===== src/rtl/sw_pkg.sv =====
// Shared types and the XY routing function for the mesh switch allocator.
//   port_e   : output/input port index (N, S, E, W, L)
//   coord_t  : one coordinate, widened to SW_MAX_COORD_W so any COORD_W <= 8 fits
//   addr_t   : {x, y} router address
//   xy_route : dimension-ordered (X first, then Y) route from a destination and local address
package sw_pkg;

    localparam int SW_MAX_COORD_W = 8;

    typedef enum logic [2:0] {
        PORT_N = 3'd0,
        PORT_S = 3'd1,
        PORT_E = 3'd2,
        PORT_W = 3'd3,
        PORT_L = 3'd4
    } port_e;

    typedef logic [SW_MAX_COORD_W-1:0] coord_t;

    typedef struct packed {
        coord_t x;
        coord_t y;
    } addr_t;

    // Unsigned compares; coordinates are zero-extended before they get here.
    function automatic port_e xy_route(input addr_t dest, input addr_t local_a);
        port_e r;
        if (dest.x > local_a.x)      r = PORT_E;
        else if (dest.x < local_a.x) r = PORT_W;
        else if (dest.y > local_a.y) r = PORT_N;
        else if (dest.y < local_a.y) r = PORT_S;
        else                         r = PORT_L;
        return r;
    endfunction

endpackage


===== src/rtl/rr_lock_arbiter.sv =====
// Round-robin arbiter for one switch output, with optional wormhole lock.
// Ports:
//   i_clk, i_rst  : clock, asynchronous active-high reset
//   i_req[N]      : inputs requesting this output
//   i_tail[N]     : head flit of each input is a tail flit
//   i_full        : downstream buffer of this output is full
//   o_grant[N]    : one-hot winner, all-zero when o_grant_v=0
//   o_grant_v     : a flit crosses this output this cycle
//   o_locked      : output held by an in-flight packet
module rr_lock_arbiter #(
    parameter int N       = 5,
    parameter bit LOCK_EN = 1'b1
) (
    input  logic         i_clk,
    input  logic         i_rst,
    input  logic [N-1:0] i_req,
    input  logic [N-1:0] i_tail,
    input  logic         i_full,
    output logic [N-1:0] o_grant,
    output logic         o_grant_v,
    output logic         o_locked
);

    localparam int IW = (N > 1) ? $clog2(N) : 1;

    logic [IW-1:0] r_ptr;
    logic [IW-1:0] r_owner;
    logic          r_locked;

    logic          w_found;
    logic [IW-1:0] w_winner;
    logic [IW-1:0] w_idx;
    logic          w_grant_v;

    // While locked only the owner is considered; otherwise scan from r_ptr upward, wrapping.
    always_comb begin
        w_found  = 1'b0;
        w_winner = '0;
        w_idx    = '0;
        if (r_locked) begin
            w_found  = i_req[r_owner];
            w_winner = r_owner;
        end else begin
            for (int k = 0; k < N; k++) begin
                w_idx = IW'((int'(r_ptr) + k) % N);
                if (!w_found && i_req[w_idx]) begin
                    w_found  = 1'b1;
                    w_winner = w_idx;
                end
            end
        end
    end

    assign w_grant_v = w_found && !i_full && !i_rst;

    always_comb begin
        o_grant = '0;
        for (int j = 0; j < N; j++) begin
            o_grant[j] = w_grant_v && (w_winner == IW'(j));
        end
    end

    assign o_grant_v = w_grant_v;
    assign o_locked  = r_locked;

    // A non-tail grant (re)asserts the lock and leaves the pointer alone; a tail grant
    // releases the lock and advances the pointer past the winner.
    always_ff @(posedge i_clk or posedge i_rst) begin
        if (i_rst) begin
            r_ptr    <= '0;
            r_owner  <= '0;
            r_locked <= 1'b0;
        end else if (w_grant_v) begin
            if (LOCK_EN && !i_tail[w_winner]) begin
                r_locked <= 1'b1;
                r_owner  <= w_winner;
            end else begin
                r_locked <= 1'b0;
                r_ptr    <= (w_winner == IW'(N-1)) ? '0 : w_winner + 1'b1;
            end
        end
    end

endmodule


===== src/rtl/switch_allocator_rr.sv =====
// Switch allocator for a 2D-mesh router: XY-routes each input's head flit, arbitrates
// every output round-robin (optionally packet-locked) and produces crossbar selects and pops.
// Ports:
//   i_clk, i_rst        : clock, asynchronous active-high reset
//   i_local_addr        : this router's {x, y}
//   i_packet_addr[i]    : destination {x, y} of input i's head flit
//   i_packet_valid[i]   : input buffer i non-empty
//   i_packet_tail[i]    : head flit of input i is a tail
//   i_buffer_full_in[o] : downstream buffer of output o full
//   o_grant[o][i]       : one-hot input select per output
//   o_grant_v[o]        : output o transfers a flit
//   o_pop_v[i]          : input i dequeued
//   o_locked[o]         : output o held by an in-flight packet
module switch_allocator_rr
    import sw_pkg::*;
#(
    parameter int NUM_PORTS = 5,
    parameter int COORD_W   = 4,
    parameter bit LOCK_EN   = 1'b1
) (
    input  logic                                   i_clk,
    input  logic                                   i_rst,
    input  logic [2*COORD_W-1:0]                   i_local_addr,
    input  logic [NUM_PORTS-1:0][2*COORD_W-1:0]    i_packet_addr,
    input  logic [NUM_PORTS-1:0]                   i_packet_valid,
    input  logic [NUM_PORTS-1:0]                   i_packet_tail,
    input  logic [NUM_PORTS-1:0]                   i_buffer_full_in,
    output logic [NUM_PORTS-1:0][NUM_PORTS-1:0]    o_grant,
    output logic [NUM_PORTS-1:0]                   o_grant_v,
    output logic [NUM_PORTS-1:0]                   o_pop_v,
    output logic [NUM_PORTS-1:0]                   o_locked
);

    function automatic addr_t widen(input logic [2*COORD_W-1:0] a);
        addr_t w;
        w.x = coord_t'(a[2*COORD_W-1:COORD_W]);
        w.y = coord_t'(a[COORD_W-1:0]);
        return w;
    endfunction

    port_e                               w_route [NUM_PORTS];
    logic  [NUM_PORTS-1:0]               w_legal;
    logic  [NUM_PORTS-1:0][NUM_PORTS-1:0] w_req;   // [output][input]
    logic  [NUM_PORTS-1:0][NUM_PORTS-1:0] w_grant; // [output][input]

    // Routes past the last port, or back out of the arrival port, never request.
    for (genvar i = 0; i < NUM_PORTS; i++) begin : g_route
        assign w_route[i] = xy_route(widen(i_packet_addr[i]), widen(i_local_addr));
        assign w_legal[i] = (int'(w_route[i]) < NUM_PORTS) && (int'(w_route[i]) != i);
        for (genvar o = 0; o < NUM_PORTS; o++) begin : g_req
            assign w_req[o][i] = i_packet_valid[i] && w_legal[i] && (int'(w_route[i]) == o);
        end
    end

    for (genvar o = 0; o < NUM_PORTS; o++) begin : g_arb
        rr_lock_arbiter #(
            .N       (NUM_PORTS),
            .LOCK_EN (LOCK_EN)
        ) u_arb (
            .i_clk     (i_clk),
            .i_rst     (i_rst),
            .i_req     (w_req[o]),
            .i_tail    (i_packet_tail),
            .i_full    (i_buffer_full_in[o]),
            .o_grant   (w_grant[o]),
            .o_grant_v (o_grant_v[o]),
            .o_locked  (o_locked[o])
        );
    end

    assign o_grant = w_grant;

    // Grants are already zero unless valid, so an OR over outputs gives the pops.
    always_comb begin
        o_pop_v = '0;
        for (int o = 0; o < NUM_PORTS; o++) begin
            o_pop_v = o_pop_v | w_grant[o];
        end
    end

endmodule


===== config.mk =====
export PLATFORM = sky130hd
export DESIGN_NAME = switch_allocator_rr
export DESIGN_NICKNAME = d
export VERILOG_FILES = /design/src/rtl/sw_pkg.sv /design/src/rtl/rr_lock_arbiter.sv /design/src/rtl/switch_allocator_rr.sv
export SDC_FILE = /design/constraint.sdc
export NUM_CORES = 1
export LEC_CHECK = 0
export ABC_CLOCK_PERIOD_IN_PS = 7600
export CORE_UTILIZATION = 51
export CTS_CLUSTER_SIZE = 8
export DETAILED_ROUTE_END_ITERATION = 10
export PLACE_DENSITY = 0.76
export SLEW_MARGIN = 20
export SYNTH_ARGS = -nofsm -noshare
export SYNTH_HDL_FRONTEND = slang
export SYNTH_SLANG_ARGS = --single-unit

===== constraint.sdc =====
create_clock -name i_clk -period 7.6 [get_ports i_clk]
set_input_delay 1.14 -clock i_clk [delete_from_list [all_inputs] [get_ports i_clk]]
set_output_delay 1.14 -clock i_clk [all_outputs]
set_load 0.01 [all_outputs]

==> impl_metrics.py <==
metrics = {
    "run_status": {
        "status": "completed",
    },
    "finish": {
        "fill_cells": 1901,
        "final_core_utilization": 0.613,
        "fin_nets": 1857,
        "area_growth_pct": 16.3,
        "stdcell_area_sq_um": 13100,
        "diodes": 0,
        "drive_above_1_share": 0.105,
    },
    "setup_path": {
        "crit_slowest_cell": "or4b_1",
        "worstSetupPathType": "in -> out",
        "cp-start-kind": "input pin",
        "cp-end-kind": "output port",
        "worst-r2r-setup-slack_ns": 1.96,
        "cp_slowest_stage_delay_ns": 0.58,
        "crit_fanout": 7,
        "required_ns": 6.46,
        "cp_common_cell": "ha_1",
        "critPathArrivalTime_ns": 6.28,
        "critical_path.cell_chain": "clkdlybuf4s50_1, inv_1, ha_1, nor2b_1, o211ai_1, a211oi_1, a21boi_1, a2111oi_1, and2_1, and4b_1, a21oi_1, o22ai_1, buf_4, ha_1, ha_1, and2_1, or4b_1, clkdlybuf4s50_1",
    },
    "synthesis": {
        "synth_cell_types": 120,
        "async_reset_ff_frac": 1.00,
        "synth_warnings": 0,
        "postSynthAreaPerCell_sq_um": 7.44,
        "synth_seq_cells": 35,
        "synthFlopType": "dfrtp_1",
        "synth_edf_count": 0,
        "synth-seq-area-share": 0.0781,
        "syn_inst": 1509,
        "synth_area_sq_um": 11200,
        "syn-num-nets": 1744,
    },
    "timing": {
        "relSlewSlack": 0.505,
        "fin_skew_ns": 0.00238,
        "fin_crit_ns": 7.42,
        "worstMarginPinSlew_ns": 0.738,
        "hold_ws_ns": 0.559,
        "setup_violations": 0,
        "fin_tns_setup_ns": 0,
        "final-hold-violation-count": 0,
        "drv_slew": 0,
        "period_share": 0.977,
        "fmax_ghz": 0.135,
    },
    "floorplan": {
        "dieArea_sq_um": 22600,
        "core_area_sq_um": 21300,
        "die_y_um": 150,
        "ios": 105,
        "num_rows": 53,
        "die_w_um": 150,
        "initial_core_util": 0.527,
    },
    "placement": {
        "routabilityCongestion": 1.02,
        "dpl.hpwl_mm": 28.9,
        "placed_cell_area_sq_um": 12700,
        "io_buffers": 103,
    },
    "clock_tree": {
        "cts_max_path_buffers": 2,
        "htree_levels": 2,
        "insertion_delay_ns": 0.30,
        "numCtsBuffers": 5,
        "clock-root-buffer": "clkbuf_16",
        "ctsHoldBuffers": 0,
        "clkTransAtPathRegs_ns": 0.06,
        "clock_sinks": 35,
        "cts_tree": "yes",
    },
    "grt": {
        "grt_usage": 0.311,
        "grt_pass1_wl_mm": 55.9,
        "grt_pass1_vias": 10900,
        "grt_max_degree": 31,
        "antenna_found_initial": 0,
        "grt-ovfl-total": 0,
    },
    "drt": {
        "wl_mm": 36.0,
        "post_drt_wl_per_cell_um": 18.9,
        "drcViolationCount": 0,
        "vias": 12100,
        "viasPerCell": 6.40,
        "drt-pass1-iter-count": 5,
        "drt_iter0_markers": 892,
        "drtAntennaViolNets": 0,
    },
    "min_path": {
        "hold_class": "reg -> reg",
    },
    "job": {
        "drv_cap": 0,
    },
}
-- critical path: cells and delay by family --
kind	cells	cell delay, ns
AOI/OAI and AO/OA	6	1.67
and+or+nand+nor	5	1.52
buffers and inverters	4	1.25
adders and majority gates	3	0.69
-- stage by stage --
stage	std cells	worst slack (ns)
detailed placement	1885	0.262
floorplan	1509	0.681
global route	1898	-0.0497
CTS	1893	0.0124
finish	1898	0.178
global placement	1885	0.316
-- synthesized netlist by cell type (8+ instances only) --
cell | n | area [sq um]
nand4_1 | 16 | 100
clkbuf_1 | 27 | 101
a31oi_1 | 19 | 119
xnor2_1 | 36 | 315
nor2_1 | 100 | 375
and2_1 | 31 | 194
o21ai_0 | 73 | 365
nand2_1 | 115 | 432
ha_1 | 168 | 2100
mux2_1 | 8 | 90.1
inv_1 | 113 | 424
o31ai_1 | 18 | 135
a22oi_1 | 8 | 60.1
mux2i_1 | 38 | 380
mux2_2 | 13 | 146
nand3_1 | 43 | 215
o2111ai_1 | 11 | 96.3
nor3b_1 | 8 | 60.1
o21ai_1 | 11 | 55.1
a211o_1 | 13 | 114
and3_1 | 26 | 163
o22ai_1 | 13 | 81.3
nor2b_1 | 24 | 150
o211ai_1 | 25 | 188
nand3b_1 | 8 | 60.1
nor4_1 | 16 | 100
nand2b_1 | 41 | 257
a211oi_1 | 24 | 180
a21o_1 | 18 | 135
a21oi_1 | 99 | 495
o21a_1 | 21 | 158
buf_4 | 12 | 90.1
o32ai_1 | 8 | 70.1
o211a_1 | 12 | 120
nor3_1 | 40 | 200
dfrtp_1 | 35 | 876
or4_1 | 8 | 60.1
inv_2 | 14 | 52.6
buf_2 | 12 | 60.1
-- worst paths after layout --
kind / from / cells past startpoint / endpoint
worst max-delay path: i_local_addr[5] / 18 / o_pop_v[3]
max in group asynchronous: i_rst / 3 / g_arb[3].u_arb.r_ptr[2]
worst min-delay path: g_arb[3].u_arb.r_owner[0] / 1 / g_arb[3].u_arb.r_owner[0]
worst max register to register: g_arb[1].u_arb.r_ptr[0] / 20 / g_arb[1].u_arb.r_ptr[2]
min in group asynchronous: i_rst / 2 / g_arb[0].u_arb.r_owner[2]
worst min register to register: g_arb[3].u_arb.r_owner[0] / 1 / g_arb[3].u_arb.r_owner[0]
-- final cells by class --
type / count / area [sq um] / area share
Clock buffer: 5 / 125 / 0.00959
Inverter: 132 / 498 / 0.0382
Tap cell: 275 / 344 / 0.0264
Multi-Input combinational cell: 1288 / 9700 / 0.743
Timing Repair Buffer: 160 / 1460 / 0.112
Sequential cell: 35 / 881 / 0.0675
Clock inverter: 3 / 47.5 / 0.00364
-- metal layers --
| layer | GRT usage | share of wire | up-vias | wire (um) |
|---|---|---|---|---|
| li1 | - | - | 5861 | - |
| met1 | 0.415 | 0.44 | 5666 | 15700 |
| met2 | 0.502 | 0.45 | 519 | 16200 |
| met3 | 0.0509 | 0.078 | 98 | 2790 |
| met4 | 0.117 | 0.037 | 0 | 1320 |
| met5 | 0 | 0 | - | 0 |
-- registers in the layout (all words and copies together), names as in the netlist --
name / flops
g_arb.u_arb.r_ptr: 15
g_arb.u_arb.o_locked: 5
g_arb.u_arb.r_owner: 15
-- cell families after synthesis --
logic type	Yosys count	share of synthesized area
mux	61	0.0583
other cells	1	0.000334
xor+xnor	43	0.0386
flops	35	0.0781
compound gates	482	0.308
fa+ha+maj	170	0.191
buf+inv	186	0.0685
simple gates	531	0.257
-- cells in the final DEF, fill, tap and decap left out, types with 24 or more instances in the layout --
cell type	netlist	layout
o211ai_1	25	25
nand3_1	43	43
o21ai_0	73	73
and2_1	31	31
nand2b_1	41	41
ha_1	168	166
nand2_1	115	115
buf_4	12	57
a211oi_1	24	24
nor3_1	40	39
and3_1	26	26
nor2_1	100	98
a21oi_1	99	96
inv_1	113	113
clkdlybuf4s50_1	0	103
dfrtp_1	35	31
xnor2_1	36	33
mux2i_1	38	38
-- repair_timing --
| action | 4_1_cts | 5_1_grt |
|---|---|---|
| hold endpoints to repair | 0 | 0 |
| setup endpoints to repair | 0 | 5 |
| buffers inserted | 0 | 5 |
| resized for setup | 0 | 26 |
Power is not shown: default switching activity piles up to over one toggle a cycle in this logic, so the estimate is an artifact.
